`config.mk`:
```
export PLATFORM = sky130hd
export DESIGN_NAME = cra_dispatch_flat
export DESIGN_NICKNAME = d
export VERILOG_FILES = /design/src/rtl/cra_pkg.sv /design/src/rtl/cra_dispatch_if.sv /design/src/rtl/cra_stack.sv /design/src/rtl/cra_dispatch.sv /design/src/flat_wrapper.sv
export SDC_FILE = /design/constraint.sdc
export NUM_CORES = 1
export LEC_CHECK = 0
export ABC_CLOCK_PERIOD_IN_PS = 8900
export CAP_MARGIN = 20
export CORE_MARGIN = 8
export CORE_UTILIZATION = 62
export DETAILED_ROUTE_END_ITERATION = 8
export GPL_TIMING_DRIVEN = 0
export MAX_ROUTING_LAYER = met4
export PLACE_DENSITY = 0.84
export REMOVE_ABC_BUFFERS = 1
export SLEW_MARGIN = 20
export SYNTH_ARGS = -nofsm -noshare
export SYNTH_HDL_FRONTEND = slang
export SYNTH_SLANG_ARGS = --single-unit
```
`constraint.sdc`:
```
create_clock -name eboxClk -period 8.9 [get_ports eboxClk]
set_input_delay 1.335 -clock eboxClk [delete_from_list [all_inputs] [get_ports eboxClk]]
set_output_delay 1.335 -clock eboxClk [all_outputs]
set_load 0.01 [all_outputs]
```
`src/rtl/cra_pkg.sv`:
```
// Shared types and constants for the CRA next-address stage: the 11-bit
// microaddress (bit 0 = MSB) and the CRAM_DISP dispatch codes.
package cra_pkg;

    typedef logic [0:10] cra_addr_t;
    typedef logic [0:2]  cra_disp_t;

    localparam cra_disp_t DISP_JUMP = 3'd0;
    localparam cra_disp_t DISP_DRJ  = 3'd1;
    localparam cra_disp_t DISP_DRA  = 3'd2;
    localparam cra_disp_t DISP_DRB  = 3'd3;
    localparam cra_disp_t DISP_NORM = 3'd4;
    localparam cra_disp_t DISP_SKIP = 3'd5;
    localparam cra_disp_t DISP_CALL = 3'd6;
    localparam cra_disp_t DISP_RET  = 3'd7;

    localparam cra_addr_t CRADR_RESET = 11'd0;

endpackage

```
`src/rtl/cra_dispatch_if.sv`:
```
// Bus between the IR/microword sources and the CRA dispatch stage; the master
// drives the dispatch inputs, the slave (cra_dispatch) drives CRADR and status.
interface cra_dispatch_if;

    logic         eboxAdvance;
    logic [0:10]  CRAM_J;
    logic [0:2]   CRAM_DISP;
    logic [2:0]   DRAM_A;
    logic [2:0]   DRAM_B;
    logic [10:0]  DRAM_J;
    logic [8:10]  norm;
    logic         testSatisfied;
    logic [0:2]   diagHistSel;
    logic [0:10]  CRADR;
    logic [0:6]   stackDepth;
    logic         stackOverflow;
    logic         stackUnderflow;
    logic [0:10]  diagHistAddr;

    modport master (
        output eboxAdvance, CRAM_J, CRAM_DISP, DRAM_A, DRAM_B, DRAM_J, norm,
               testSatisfied, diagHistSel,
        input  CRADR, stackDepth, stackOverflow, stackUnderflow, diagHistAddr
    );

    modport slave (
        input  eboxAdvance, CRAM_J, CRAM_DISP, DRAM_A, DRAM_B, DRAM_J, norm,
               testSatisfied, diagHistSel,
        output CRADR, stackDepth, stackOverflow, stackUnderflow, diagHistAddr
    );

endinterface

```
`src/rtl/cra_stack.sv`:
```
// Microcode CALL/RET return-address LIFO with sticky overflow/underflow flags.
// A push while full or a pop while empty only sets the fault flag.
module cra_stack
    import cra_pkg::*;
#(
    parameter int STACK_DEPTH = 16
) (
    input  logic      clk,
    input  logic      reset,
    input  logic      push,
    input  logic      pop,
    input  cra_addr_t push_data,
    output cra_addr_t pop_data,
    output logic [6:0] depth,
    output logic      overflow,
    output logic      underflow
);

    localparam int PW = $clog2(STACK_DEPTH);

    cra_addr_t       mem [STACK_DEPTH];
    logic [6:0]      count;
    logic            full;
    logic            empty;
    logic [PW-1:0]   top_idx;

    assign full     = (count == 7'(STACK_DEPTH));
    assign empty    = (count == 7'd0);
    assign top_idx  = count[PW-1:0] - PW'(1);
    assign pop_data = empty ? CRADR_RESET : mem[top_idx];
    assign depth    = count;

    always_ff @(posedge clk) begin
        if (reset) begin
            count     <= 7'd0;
            overflow  <= 1'b0;
            underflow <= 1'b0;
        end else if (push) begin
            if (full) begin
                overflow <= 1'b1;
            end else begin
                count <= count + 7'd1;
            end
        end else if (pop) begin
            if (empty) begin
                underflow <= 1'b1;
            end else begin
                count <= count - 7'd1;
            end
        end
    end

    // Entry storage needs no reset: only slots below count are ever read.
    always_ff @(posedge clk) begin
        if (!reset && push && !full) begin
            mem[count[PW-1:0]] <= push_data;
        end
    end

endmodule

```
`src/rtl/cra_dispatch.sv`:
```
// CRA next-microaddress stage: dispatch mux, CRADR register, CALL/RET stack and,
// when CRA_HISTORY_EN is defined, a HIST_DEPTH-entry CRADR history for diagnostics.
module cra_dispatch
    import cra_pkg::*;
#(
    parameter int STACK_DEPTH = 16,
    parameter int HIST_DEPTH  = 8
) (
    input  logic           eboxClk,
    input  logic           eboxReset,
    cra_dispatch_if.slave  bus
);

    cra_addr_t  cradr;
    cra_addr_t  next_addr;
    cra_addr_t  ret_addr;
    logic       push;
    logic       pop;
    logic [6:0] depth;
    logic       overflow;
    logic       underflow;

    always_comb begin
        next_addr = bus.CRAM_J;
        push      = 1'b0;
        pop       = 1'b0;
        case (bus.CRAM_DISP)
            DISP_JUMP: next_addr = bus.CRAM_J;
            DISP_DRJ:  next_addr = bus.DRAM_J;
            DISP_DRA:  next_addr = {bus.CRAM_J[0:7], bus.CRAM_J[8:10] | bus.DRAM_A};
            DISP_DRB:  next_addr = {bus.CRAM_J[0:7], bus.CRAM_J[8:10] | bus.DRAM_B};
            DISP_NORM: next_addr = {bus.CRAM_J[0:7], bus.CRAM_J[8:10] | bus.norm};
            DISP_SKIP: next_addr = {bus.CRAM_J[0:9], bus.CRAM_J[10] | bus.testSatisfied};
            DISP_CALL: push      = bus.eboxAdvance;
            DISP_RET: begin
                pop       = bus.eboxAdvance;
                next_addr = ret_addr;
            end
            default:   next_addr = bus.CRAM_J;
        endcase
    end

    always_ff @(posedge eboxClk) begin
        if (eboxReset) begin
            cradr <= CRADR_RESET;
        end else if (bus.eboxAdvance) begin
            cradr <= next_addr;
        end
    end

    // The return address wraps naturally in 11 bits (0o3777 + 1 = 0).
    cra_stack #(
        .STACK_DEPTH (STACK_DEPTH)
    ) u_stack (
        .clk        (eboxClk),
        .reset      (eboxReset),
        .push       (push),
        .pop        (pop),
        .push_data  (cradr + 11'd1),
        .pop_data   (ret_addr),
        .depth      (depth),
        .overflow   (overflow),
        .underflow  (underflow)
    );

    assign bus.CRADR          = cradr;
    assign bus.stackDepth     = depth;
    assign bus.stackOverflow  = overflow;
    assign bus.stackUnderflow = underflow;

`ifdef CRA_HISTORY_EN
    cra_addr_t hist [HIST_DEPTH];
    cra_addr_t hist_addr;

    // Entry 0 is always the newest committed CRADR.
    always_ff @(posedge eboxClk) begin
        if (eboxReset) begin
            for (int i = 0; i < HIST_DEPTH; i++) begin
                hist[i] <= CRADR_RESET;
            end
        end else if (bus.eboxAdvance) begin
            hist[0] <= next_addr;
            for (int i = 1; i < HIST_DEPTH; i++) begin
                hist[i] <= hist[i-1];
            end
        end
    end

    always_comb begin
        hist_addr = CRADR_RESET;
        for (int i = 0; i < HIST_DEPTH; i++) begin
            if (int'(bus.diagHistSel) == i) begin
                hist_addr = hist[i];
            end
        end
    end

    assign bus.diagHistAddr = hist_addr;
`else
    assign bus.diagHistAddr = CRADR_RESET;
`endif

endmodule

```
`src/flat_wrapper.sv`:
```
// flat-port wrapper written by rule: the top's interface ports become plain ports
module cra_dispatch_flat import cra_pkg::*;
#(
    parameter int STACK_DEPTH = 16,
    parameter int HIST_DEPTH  = 8
)
  (eboxClk, eboxReset, bus_eboxAdvance, bus_CRAM_J, bus_CRAM_DISP, bus_DRAM_A, bus_DRAM_B, bus_DRAM_J, bus_norm, bus_testSatisfied, bus_diagHistSel, bus_CRADR, bus_stackDepth, bus_stackOverflow, bus_stackUnderflow, bus_diagHistAddr);
  cra_dispatch_if bus_i ();
  input  logic eboxClk;
  input  logic eboxReset;
  input wire logic [$bits(bus_i.eboxAdvance)-1:0] bus_eboxAdvance;
  input wire logic [$bits(bus_i.CRAM_J)-1:0] bus_CRAM_J;
  input wire logic [$bits(bus_i.CRAM_DISP)-1:0] bus_CRAM_DISP;
  input wire logic [$bits(bus_i.DRAM_A)-1:0] bus_DRAM_A;
  input wire logic [$bits(bus_i.DRAM_B)-1:0] bus_DRAM_B;
  input wire logic [$bits(bus_i.DRAM_J)-1:0] bus_DRAM_J;
  input wire logic [$bits(bus_i.norm)-1:0] bus_norm;
  input wire logic [$bits(bus_i.testSatisfied)-1:0] bus_testSatisfied;
  input wire logic [$bits(bus_i.diagHistSel)-1:0] bus_diagHistSel;
  output wire logic [$bits(bus_i.CRADR)-1:0] bus_CRADR;
  output wire logic [$bits(bus_i.stackDepth)-1:0] bus_stackDepth;
  output wire logic [$bits(bus_i.stackOverflow)-1:0] bus_stackOverflow;
  output wire logic [$bits(bus_i.stackUnderflow)-1:0] bus_stackUnderflow;
  output wire logic [$bits(bus_i.diagHistAddr)-1:0] bus_diagHistAddr;
  assign bus_i.eboxAdvance = bus_eboxAdvance;
  assign bus_i.CRAM_J = bus_CRAM_J;
  assign bus_i.CRAM_DISP = bus_CRAM_DISP;
  assign bus_i.DRAM_A = bus_DRAM_A;
  assign bus_i.DRAM_B = bus_DRAM_B;
  assign bus_i.DRAM_J = bus_DRAM_J;
  assign bus_i.norm = bus_norm;
  assign bus_i.testSatisfied = bus_testSatisfied;
  assign bus_i.diagHistSel = bus_diagHistSel;
  assign bus_CRADR = bus_i.CRADR;
  assign bus_stackDepth = bus_i.stackDepth;
  assign bus_stackOverflow = bus_i.stackOverflow;
  assign bus_stackUnderflow = bus_i.stackUnderflow;
  assign bus_diagHistAddr = bus_i.diagHistAddr;
  cra_dispatch #(.STACK_DEPTH(STACK_DEPTH), .HIST_DEPTH(HIST_DEPTH)) u_core (.eboxClk(eboxClk), .eboxReset(eboxReset), .bus(bus_i));
endmodule
```
==> key figures, run 1 <==
Global routing
  • Initial antenna violation count: 0
  • GR Util All Layers: 0.220
  • Vias in the first global route: 5,001
  • First-pass GRT wire length: 28,700 microns
  • Total gr overflow: 0
  • Largest net degree at the start of global routing: between 40 and 50

Yosys
  • Most common cell in the netlist: edfxtp_1
  • Synth Area per Inst: 17.0 sq um
  • Yosys Warn Count: 0
  • Yosys top cell by area: edfxtp_1
  • Post-synth top flop: edfxtp_1
  • Post-synth top area share: 0.614
  • Netlist cell types: 62
  • Top cells by area, synth: edfxtp_1 (61%), mux4_2 (12%), dfxtp_1 (4.6%)
  • Number of synthesized flops with an enable pin: around 180
  • Seq cells post-synth: 196
  • Mapped Cells: ~510
  • Post-Syn Area: 8610 sq um
  • Sequential area share after synthesis: 0.660
  • Async set-reset flop share out of synthesis: 0
  • Most instantiated cells after synthesis: edfxtp_1 (176), mux4_2 (44), nor2_1 (29)

Job
  • Max_cap viols: 0

STA
  • Setup total negative slack: 0 ns
  • FMAX: approximately 220 MHz
  • Slew headroom: 0.263
  • Fin crit share: 0.518
  • Worst Skew: 0.00758 ns
  • Min Clock Period, post-route: around 4.6 ns
  • Final setup fails: 0
  • Max Transition Viols Final: 0
  • Worst slew pin tran: 1.10 ns
  • RSZ-0062 raised after global routing: no
  • Hold Fails Final Rpt: 0

Placed design
  • Port buffer count: 57
  • Post-DP HPWL: 12,100 microns
  • Final RePlAce weighted congestion: 0.880

Floorplanning
  • IO Pins: 72
  • Die Footprint: 17,900 sq um
  • DIE WIDTH: 134 microns
  • # rows: 43
  • Starting Density: 0.628
  • Core area: roughly 14,000 sq um
  • Die Height: 134 microns

Route
  • Drt total wl: 18,700 microns
  • Final ANT Viol Nets: 0
  • Post-route DRC: 0
  • Routed length per placed instance: 24.6 microns
  • TritonRoute pass-1 iters: 6
  • Via/cell ratio: 6.50
  • DR iter-0 viols: 444
  • DR vias: 4,936

Worst setup path
  • Crit. End Element: flip-flop
  • Crit Path Max Fanout: 21
  • Required time of the worst setup path: 8.96 ns
  • Delay-heaviest family, CP: simple AND/OR/NAND/NOR gates
  • CP startpoint kind: input port
  • Worst Path Arrival: 4.67 ns
  • Slowest CP cell: clkdlybuf4s50_1
  • Setup CP Type: input port to flip-flop
  • Worst Path Buf+Inv: 2
  • Slowest cell delay on critical path: roughly 0.95 ns
  • Cell chain of the critical path: clkdlybuf4s50_1, nand3_2, nor2_4, inv_2, a311oi_1, nand2_1, nor2_1

Clock network
  • Clock sink count: 196
  • Clock buffer count from CTS: 17
  • Worst-Skew Late Latency: 0.44 ns
  • CTS tree: built
  • H-tree depth: 4
  • Hold Buf Count CTS: 0
  • Total setup buffers inserted after CTS: 0
  • Clock root cell: clkbuf_16
  • Resized cells post-CTS: 0
  • Clk slew on worst S/H paths: 0.07 ns
  • Clock buffer depth: 2

Layout
  • Share of layout cells above drive strength 1: 0.240
  • Final Util: 0.730
  • FILL cells: 789
  • Synth-to-Final Area Change: 16.3%
  • Final #Nets: between 600 and 700
  • Ant. Diodes: 0

Power and ir drop
  • PwrDens: roughly 200 nW/um^2
  • Leak: ~3.3 nW
  • Max rail drop VDD: roughly 0.16 mV

Hold path
  • Worst Hold Class: flip-flop to flip-flop

Status
  • Outcome: finished clean
[through the flow]
| step | worst slack (ns) | hold slack (ns) | total power (W) | std cells | area [sq um] |
|---|---|---|---|---|---|
| finish | 4.29 | 0.496 | 0.00201 | 759 | 10000 |
| detailed placement | 3.84 | 0.476 | 0.00128 | 727 | 9370 |
| CTS | 4.33 | 0.497 | 0.00201 | 759 | 9950 |
| global placement | 2.79 | 0.454 | 0.00127 | 719 | 9210 |
| global route | 4.04 | 0.514 | 0.00207 | 759 | 10000 |
| floorplan | 4.19 | 0.511 | 0.00120 | 482 | 8410 |
[worst reg2reg max path, stage by stage, from the launching register on]
cell      delay [ns]
dfxtp_1         0.60
inv_1           0.20
ha_4            0.25
a311oi_1        0.62
nand2_1         0.31
nor2_1          0.91
[flip-flops by register name, summed over array words and instances (netlist names)]
name	flops
u_core.u_stack.mem	176
u_core.bus.CRADR	11
u_core.u_stack.depth	7
u_core.u_stack.overflow	1
u_core.u_stack.underflow	1
[layer usage]
layer / GRT usage / share of wire
met1: 0.266 / 0.39
met2: 0.349 / 0.48
met3: 0.0617 / 0.096
met4: 0.0842 / 0.024
met5: - / 0
[report_power, final]
group          internal [W]  switching, W
Clock              0.000392      0.000343
Sequential          0.00102     0.0000175
Combinational      0.000115      0.000121
Total               0.00153      0.000481
[cell type report]
| type | instances | area (sq um) | area share |
|---|---|---|---|
| inverters | 8 | 30.0 | 0.00300 |
| flip-flops and latches | 196 | 5690 | 0.568 |
| well taps | 180 | 225 | 0.0225 |
| multi-input cells | 278 | 2830 | 0.282 |
| clock buffers | 17 | 425 | 0.0425 |
| clock inverters | 15 | 149 | 0.0149 |
| repair buffers | 65 | 671 | 0.0669 |
[worst paths after layout]
| path | start | to | slack (ns) | depth (start not counted) |
|---|---|---|---|---|
| worst min register to register | u_core.u_stack.underflow | u_core.u_stack.underflow | 0.50 | 2 |
| worst max register to register | u_core.u_stack.depth[1] | u_core.u_stack.mem[7][4] | 5.62 | 5 |
| worst min-delay path | u_core.u_stack.underflow | u_core.u_stack.underflow | 0.50 | 2 |
| worst max-delay path | bus_CRAM_DISP[2] | u_core.u_stack.mem[7][4] | 4.29 | 7 |
[logic make-up (layout without fill, tap and decap cells)]
logic type	count (synthesis)	count (layout)	share of synthesized area
AOI/OAI and AO/OA	77	77	0.0683
xor gates and xnor gates	16	16	0.0171
adders and majority gates	12	12	0.0173
buffers and inverters	44	105	0.0307
DFF	196	196	0.660
muxes	71	71	0.150
other	1	11	0.000436
and+or+nand+nor	91	91	0.0562
[placed cells by master (no fill, tap or decap), types with 5 or more instances in the layout]
cell type / instances
o21ai_0: 5
inv_1: 6
edfxtp_1: 176
nor2_2: 8
nor3_1: 5
nand2_1: 18
a211oi_1: 10
xnor2_2: 7
dfxtp_1: 19
mux2_2: 21
nand3_1: 7
nor2_1: 22
a22o_1: 8
mux4_2: 44
clkinv_4: 5
a221oi_1: 9
clkdlybuf4s50_1: 57
nor3_2: 5
nor2b_1: 6
clkbuf_16: 17
ha_1: 10
conb_1: 11
mux2i_1: 5
a22oi_1: 9
a21oi_1: 10
buf_4: 6
No activity file was read; power rests on OpenSTA's default activity.
==> run 2: changes to the inputs <==
ABC_CLOCK_PERIOD_IN_PS = 4500   (was 8900)
CORE_UTILIZATION = 58   (was 62)
PLACE_DENSITY = 0.8   (was 0.84)
clock period = 4.5 ns   (was 8.9 ns; I/O delays follow)
==> key figures, run 2 (synthesized netlist as in run 1, its figures left out) <==
Route
  • Post-route DRC: 0 (unchanged)
  • Final ANT Viol Nets: 0 (unchanged)
  • TritonRoute pass-1 iters: 5 (was 6)
  • Drt total wl: 18,400 microns (was 18,700 microns)
  • Via/cell ratio: 6.37 (was 6.50)
  • Routed length per placed instance: 24.2 microns (was 24.6 microns)
  • DR iter-0 viols: 473 (was 444)
  • DR vias: 4,853 (was 4,936)

STA
  • Worst slew pin tran: 1.06 ns (was 1.10 ns)
  • Worst Skew: 0.0106 ns (was 0.00758 ns)
  • Slew headroom: 0.285 (was 0.263)
  • Fin crit share: 0.863
  • Hold Fails Final Rpt: 0 (unchanged)
  • Min Clock Period, post-route: 3.88 ns
  • Max Transition Viols Final: 0 (unchanged)
  • RSZ-0062 raised after global routing: no (unchanged)
  • FMAX: between 200 and 300 MHz
  • Final setup fails: 0 (unchanged)
  • Setup ws final: 0.618 ns (was 4.29 ns)

Worst setup path
  • R2R setup slack: 1.07 ns (was 5.62 ns)
  • Required time of the worst setup path: 4.64 ns (was 8.96 ns)
  • Slowest cell delay on critical path: 0.94 ns (was 0.95 ns)
  • Crit Path Max Fanout: 21 (unchanged)
  • Worst Path Arrival: 4.03 ns (was 4.67 ns)
  • Cell chain of the critical path: clkdlybuf4s50_1, nand3_2, nor2_4, inv_2, a311oi_1, nand2_1, nor2_1, buf_4 (was clkdlybuf4s50_1, nand3_2, nor2_4, inv_2, a311oi_1, nand2_1, nor2_1)
  • Crit. End Element: flip-flop (unchanged)
  • Setup CP Type: input port to flip-flop (unchanged)
  • CP startpoint kind: input port (unchanged)
  • Worst Path Buf+Inv: 3 (was 2)
  • Slowest CP cell: clkdlybuf4s50_1 (unchanged)
  • Delay-heaviest family, CP: buffers and inverters (was simple AND/OR/NAND/NOR gates)

Clock network
  • Clock sink count: 196 (unchanged)
  • Clock root cell: clkbuf_16 (unchanged)
  • H-tree depth: 4 (unchanged)
  • Clock buffer count from CTS: 17 (unchanged)
  • Clock buffer depth: 2 (unchanged)
  • Total setup buffers inserted after CTS: 0 (unchanged)
  • Clk slew on worst S/H paths: 0.07 ns (about the same)
  • Hold Buf Count CTS: 0 (unchanged)
  • CTS tree: built (unchanged)
  • Resized cells post-CTS: 0 (unchanged)
  • Worst-Skew Late Latency: 0.44 ns (about the same)

Layout
  • Commonest non-fill, non-tap cells in the layout: edfxtp_1 (176), clkdlybuf4s50_1 (57), mux4_2 (44), mux2_2 (21) (was edfxtp_1 (176), clkdlybuf4s50_1 (57), mux4_2 (44), nor2_1 (22), mux2_2 (21))
  • Commonest non-fill, non-tap cell in the layout: edfxtp_1 (unchanged)
  • Footprint of the multi-input gates: 2830 sq um (unchanged)
  • FILL cells: 900 (was 789)
  • Final Cell Area: 9990 sq um (was 10,000 sq um)
  • Max reg flops: 176 (unchanged)
  • Final #Nets: 618 (unchanged)
  • Final Instance Count excl. Fillers: 762 (was 759)
  • Register area: 5690 sq um (unchanged)
  • Share of layout cells above drive strength 1: 0.240 (about the same)
  • Ant. Diodes: 0 (unchanged)
  • Final Util: 0.687 (was 0.730)
  • Synth-to-Final Area Change: 16.0% (was 16.3%)

Power and ir drop
  • Max rail drop VDD: 0.261 mV (was 0.156 mV)
  • Leak: 3.23 nW (was 3.25 nW)
  • Internal Power: 0.00301 W (was 0.00153 W)
  • Clock power share: 0.364 (was 0.366)
  • Combinational cell fraction of total power: 0.116 (was 0.118)
  • Switching power: 0.000933 W (was 0.000481 W)
  • PwrDens: 395 nW/um^2 (was 200 nW/um^2)
  • Sequential power share: 0.520 (was 0.516)
  • Sw frac: 0.237 (was 0.240)

Floorplanning
  • # rows: 44 (was 43)
  • IO Pins: 72 (unchanged)
  • Die Footprint: 19,000 sq um (was 17,900 sq um)
  • DIE WIDTH: 138 microns (was 134 microns)
  • Core area: 14,500 sq um (was 13,700 sq um)
  • Starting Density: 0.592 (was 0.628)
  • Die Height: 138 microns (was 134 microns)

Placed design
  • Port buffer count: 57 (unchanged)
  • Placed Area: 9360 sq um (was 9370 sq um)
  • Post-DP HPWL: 11,900 microns (was 12,100 microns)
  • Placed cell count: 731 (was 727)
  • Final RePlAce weighted congestion: 0.839 (was 0.880)
  • Worst slack, placed: 0.0993 ns (was 3.84 ns)

Status
  • Outcome: finished clean (unchanged)

Global routing
  • Largest net degree at the start of global routing: 45 (unchanged)
  • Total gr overflow: 0 (unchanged)
  • Vias in the first global route: 4,764 (was 5,001)
  • First-pass GRT wire length: 27,400 microns (was 28,700 microns)
  • Initial antenna violation count: 0 (unchanged)
  • GR Util All Layers: 0.204 (was 0.220)

Hold path
  • Worst Hold Class: flip-flop to flip-flop (unchanged)

Job
  • Max_cap viols: 0 (unchanged)
-- run 2: cell types whose count changed in the layout (fill, tap and decap cells not counted), moves of 2 or more --
cell / previous run / this run
nor2_2: 8 / 11
nor2_1: 22 / 19
clkbuf_1: 0 / 2
clkinv_4: 5 / 2
-- run 2: metrics by stage --
stage          hold slack (ns)  setup TNS [ns]  power, W
3_5_place_dp             0.463               0   0.00254
3_3_place_gp             0.458         -242.61   0.00252
5_1_grt                  0.513               0   0.00405
6_report                 0.491               0   0.00394
2_1_floorplan            0.511           -4.70   0.00236
4_1_cts                  0.482               0   0.00395
-- run 2: power by group through the flow --
stage | clock network (W) | registers, W | logic (W)
after global placement | 0 | 0.00210 | 0.000421
after global routing | 0.00151 | 0.00205 | 0.000491
final | 0.00143 | 0.00205 | 0.000459
after detailed placement | 0 | 0.00209 | 0.000448
after floorplan | 0 | 0.00209 | 0.000272
after CTS | 0.00145 | 0.00205 | 0.000455
-- run 2: per-layer routing --
metal,wire [microns],track usage
met1,7480,0.251
met2,8900,0.318
met3,1610,0.0569
met4,416,0.0758
met5,0,-
-- run 2: area by class of cell --
class	count	area share
repair buffers	65	0.0659
flip-flops and latches	196	0.570
multi-input cells	278	0.283
clock buffers	19	0.0433
clock inverters	12	0.0121
inverters	8	0.00301
well taps	184	0.0230
-- run 2: worst paths after layout --
kind,startpoint,endpoint,cells past startpoint
worst max-delay path,bus_CRAM_DISP[2],u_core.u_stack.mem[10][8],8
worst min-delay path,u_core.u_stack.underflow,u_core.u_stack.underflow,2
worst max register to register,u_core.u_stack.depth[0],u_core.u_stack.mem[10][8],7
worst min register to register,u_core.u_stack.underflow,u_core.u_stack.underflow,2
-- run 2: worst min-delay path, delay by kind of cell (launching register included) --
family / cells / cell delay, ns
AO/OA/AOI/OAI: 1 / 0.05
flip-flops: 1 / 0.34
AND/OR/NAND/NOR: 1 / 0.07
==> run 3: changes to the inputs <==
GPL_TIMING_DRIVEN = default   (was 0)
==> key figures, run 3 (synthesized netlist as in run 1, its figures left out) <==
STA
  • WHS: 0.493 ns (was 0.491 ns)
  • Final setup fails: 0 (unchanged)
  • FMAX: 315 MHz (was 258 MHz)
  • Hold Fails Final Rpt: 0 (unchanged)
  • Fin crit share: 0.705 (was 0.863)
  • Worst slew pin tran: 0.972 ns (was 1.06 ns)
  • RSZ-0062 raised after global routing: no (unchanged)
  • Slew headroom: 0.352 (was 0.285)
  • Worst Skew: 0.0114 ns (was 0.0106 ns)
  • Setup ws final: 1.33 ns (was 0.618 ns)
  • Min Clock Period, post-route: 3.17 ns (was 3.88 ns)
  • Max Transition Viols Final: 0 (unchanged)

Floorplanning
  • Die Footprint: 19,000 sq um (unchanged)
  • Starting Density: 0.592 (unchanged)
  • # rows: 44 (unchanged)
  • Die Height: 138 microns (unchanged)
  • DIE WIDTH: 138 microns (unchanged)
  • Core area: 14,500 sq um (unchanged)
  • IO Pins: 72 (unchanged)

Route
  • TritonRoute pass-1 iters: 8 (was 5)
  • Drt total wl: 18,200 microns (was 18,400 microns)
  • DR vias: 4,852 (was 4,853)
  • Post-route DRC: 0 (unchanged)
  • DR iter-0 viols: 452 (was 473)
  • Routed length per placed instance: 23.4 microns (was 24.2 microns)
  • Final ANT Viol Nets: 0 (unchanged)
  • Via/cell ratio: 6.24 (was 6.37)

Layout
  • Commonest non-fill, non-tap cell in the layout: edfxtp_1 (unchanged)
  • Final #Nets: 632 (was 618)
  • Final Util: 0.691 (was 0.687)
  • Max reg flops: 176 (unchanged)
  • Commonest non-fill, non-tap cells in the layout: edfxtp_1 (176), clkdlybuf4s50_1 (57), mux4_2 (44), nor2_1 (29), buf_4 (22) (was edfxtp_1 (176), clkdlybuf4s50_1 (57), mux4_2 (44), mux2_2 (21))
  • FILL cells: 893 (was 900)
  • Ant. Diodes: 0 (unchanged)
  • Final Instance Count excl. Fillers: 777 (was 762)
  • Share of layout cells above drive strength 1: 0.233 (was 0.240)
  • Synth-to-Final Area Change: 16.7% (was 16.0%)

Clock network
  • CTS tree: built (unchanged)
  • Hold Buf Count CTS: 0 (unchanged)
  • Clock sink count: 196 (unchanged)
  • Total setup buffers inserted after CTS: 0 (unchanged)
  • Clock root cell: clkbuf_16 (unchanged)
  • Resized cells post-CTS: 0 (unchanged)
  • Clk slew on worst S/H paths: 0.07 ns (about the same)
  • H-tree depth: 4 (unchanged)
  • Clock buffer count from CTS: 17 (unchanged)
  • Clock buffer depth: 2 (unchanged)
  • Worst-Skew Late Latency: 0.43 ns (was 0.44 ns)

Job
  • Max_cap viols: 0 (unchanged)

Hold path
  • Worst Hold Class: flip-flop to flip-flop (unchanged)

Worst setup path
  • Required time of the worst setup path: 4.81 ns (was 4.64 ns)
  • Setup CP Type: input port to flip-flop (unchanged)
  • Worst Path Buf+Inv: 2 (was 3)
  • Slowest cell delay on critical path: 0.66 ns (was 0.94 ns)
  • Delay-heaviest family, CP: buffers and inverters (unchanged)
  • Crit Path Max Fanout: 11 (was 21)
  • Cell chain of the critical path: clkdlybuf4s50_1, nand3_2, nor2_4, inv_2, ha_1, a211o_1, a2111oi_4, nor3_1, mux2i_1, mux2_1 (was clkdlybuf4s50_1, nand3_2, nor2_4, inv_2, a311oi_1, nand2_1, nor2_1, buf_4)
  • CP startpoint kind: input port (unchanged)
  • Crit. End Element: flip-flop (unchanged)
  • Slowest CP cell: clkdlybuf4s50_1 (unchanged)
  • Worst Path Arrival: 3.48 ns (was 4.03 ns)

Power and ir drop
  • Max rail drop VDD: 0.309 mV (was 0.261 mV)
  • Final total power: 0.00403 W (was 0.00394 W)
  • Leak: 3.30 nW (was 3.23 nW)
  • PwrDens: 401 nW/um^2 (was 395 nW/um^2)

Global routing
  • Total gr overflow: 0 (unchanged)
  • First-pass GRT wire length: 27,500 microns (was 27,400 microns)
  • GRT met1 Usage: 0.268 (was 0.251)
  • Vias in the first global route: 4,701 (was 4,764)
  • Gr busiest metal: met2 (unchanged)
  • GR Util All Layers: 0.202 (was 0.204)
  • Grt met3 use: 0.0463 (was 0.0569)
  • Met2 usage: 0.304 (was 0.318)
  • Initial antenna violation count: 0 (unchanged)
  • Largest net degree at the start of global routing: 52 (was 45)

Placed design
  • Final RePlAce weighted congestion: 0.888 (was 0.839)
  • Post-DP HPWL: 11,600 microns (was 11,900 microns)
  • Placed cell count: 745 (was 731)
  • Port buffer count: 57 (unchanged)
  • Worst slack, placed: 0.940 ns (was 0.0993 ns)

Status
  • Outcome: finished clean (unchanged)
## run 3: changes by cell type in the layout (fill, tap and decap cells not counted), moves of 2 or more
cell / delta
bufinv_16: +2
nor3_1: +4
nor2_2: -10
inv_6: -2
clkbuf_1: +2
nor2_1: +10
buf_4: +16
nor3_2: -4
## run 3: per-stage QoR
| stage | instance area (sq um) | TNS, ns |
|---|---|---|
| finish | 10000 | 0 |
| global route | 10000 | 0 |
| CTS | 9980 | 0 |
| detailed placement | 9380 | 0 |
| global placement | 9380 | 0 |
| floorplan | 8410 | -4.70 |
## run 3: worst paths after layout
check | from | endpoint | slack, ns | cells after the start
max | bus_CRAM_DISP[1] | u_core.u_stack.depth[6] | 1.33 | 10
min | u_core.u_stack.underflow | u_core.u_stack.underflow | 0.49 | 2
max reg2reg | u_core.u_stack.depth[1] | u_core.bus.CRADR[9] | 1.53 | 7
min reg2reg | u_core.u_stack.underflow | u_core.u_stack.underflow | 0.49 | 2
## run 3: tightest hold or removal path, cell delays in order, from the launching register on
cell     delay [ns]
dfxtp_1        0.33
a41oi_1        0.05
nor2_1         0.08
## run 3: layout make-up
type                            instances  area (sq um)  area share
Clock buffer                           21           440      0.0438
Clock inverter                         11           155      0.0154
Inverter                                8          30.0     0.00299
Multi-Input combinational cell        278          2770       0.275
Sequential cell                       196          5690       0.566
Tap cell                              184           230      0.0229
Timing Repair Buffer                   79           736      0.0732
## run 3: power by group
part           total (W)  switching [W]  leakage [nW]  internal [W]
sequential       0.00204      0.0000268          1.76       0.00202
clock            0.00153       0.000650         0.280      0.000883
combinational   0.000458       0.000241          1.26      0.000217
## run 3: per-layer routing
| layer | up-vias | share of wire | wire (microns) |
|---|---|---|---|
| li1 | 2171 | - | - |
| met1 | 2450 | 0.43 | 7890 |
| met2 | 210 | 0.47 | 8610 |
| met3 | 21 | 0.078 | 1420 |
| met4 | 0 | 0.013 | 238 |
| met5 | - | 0 | 0 |
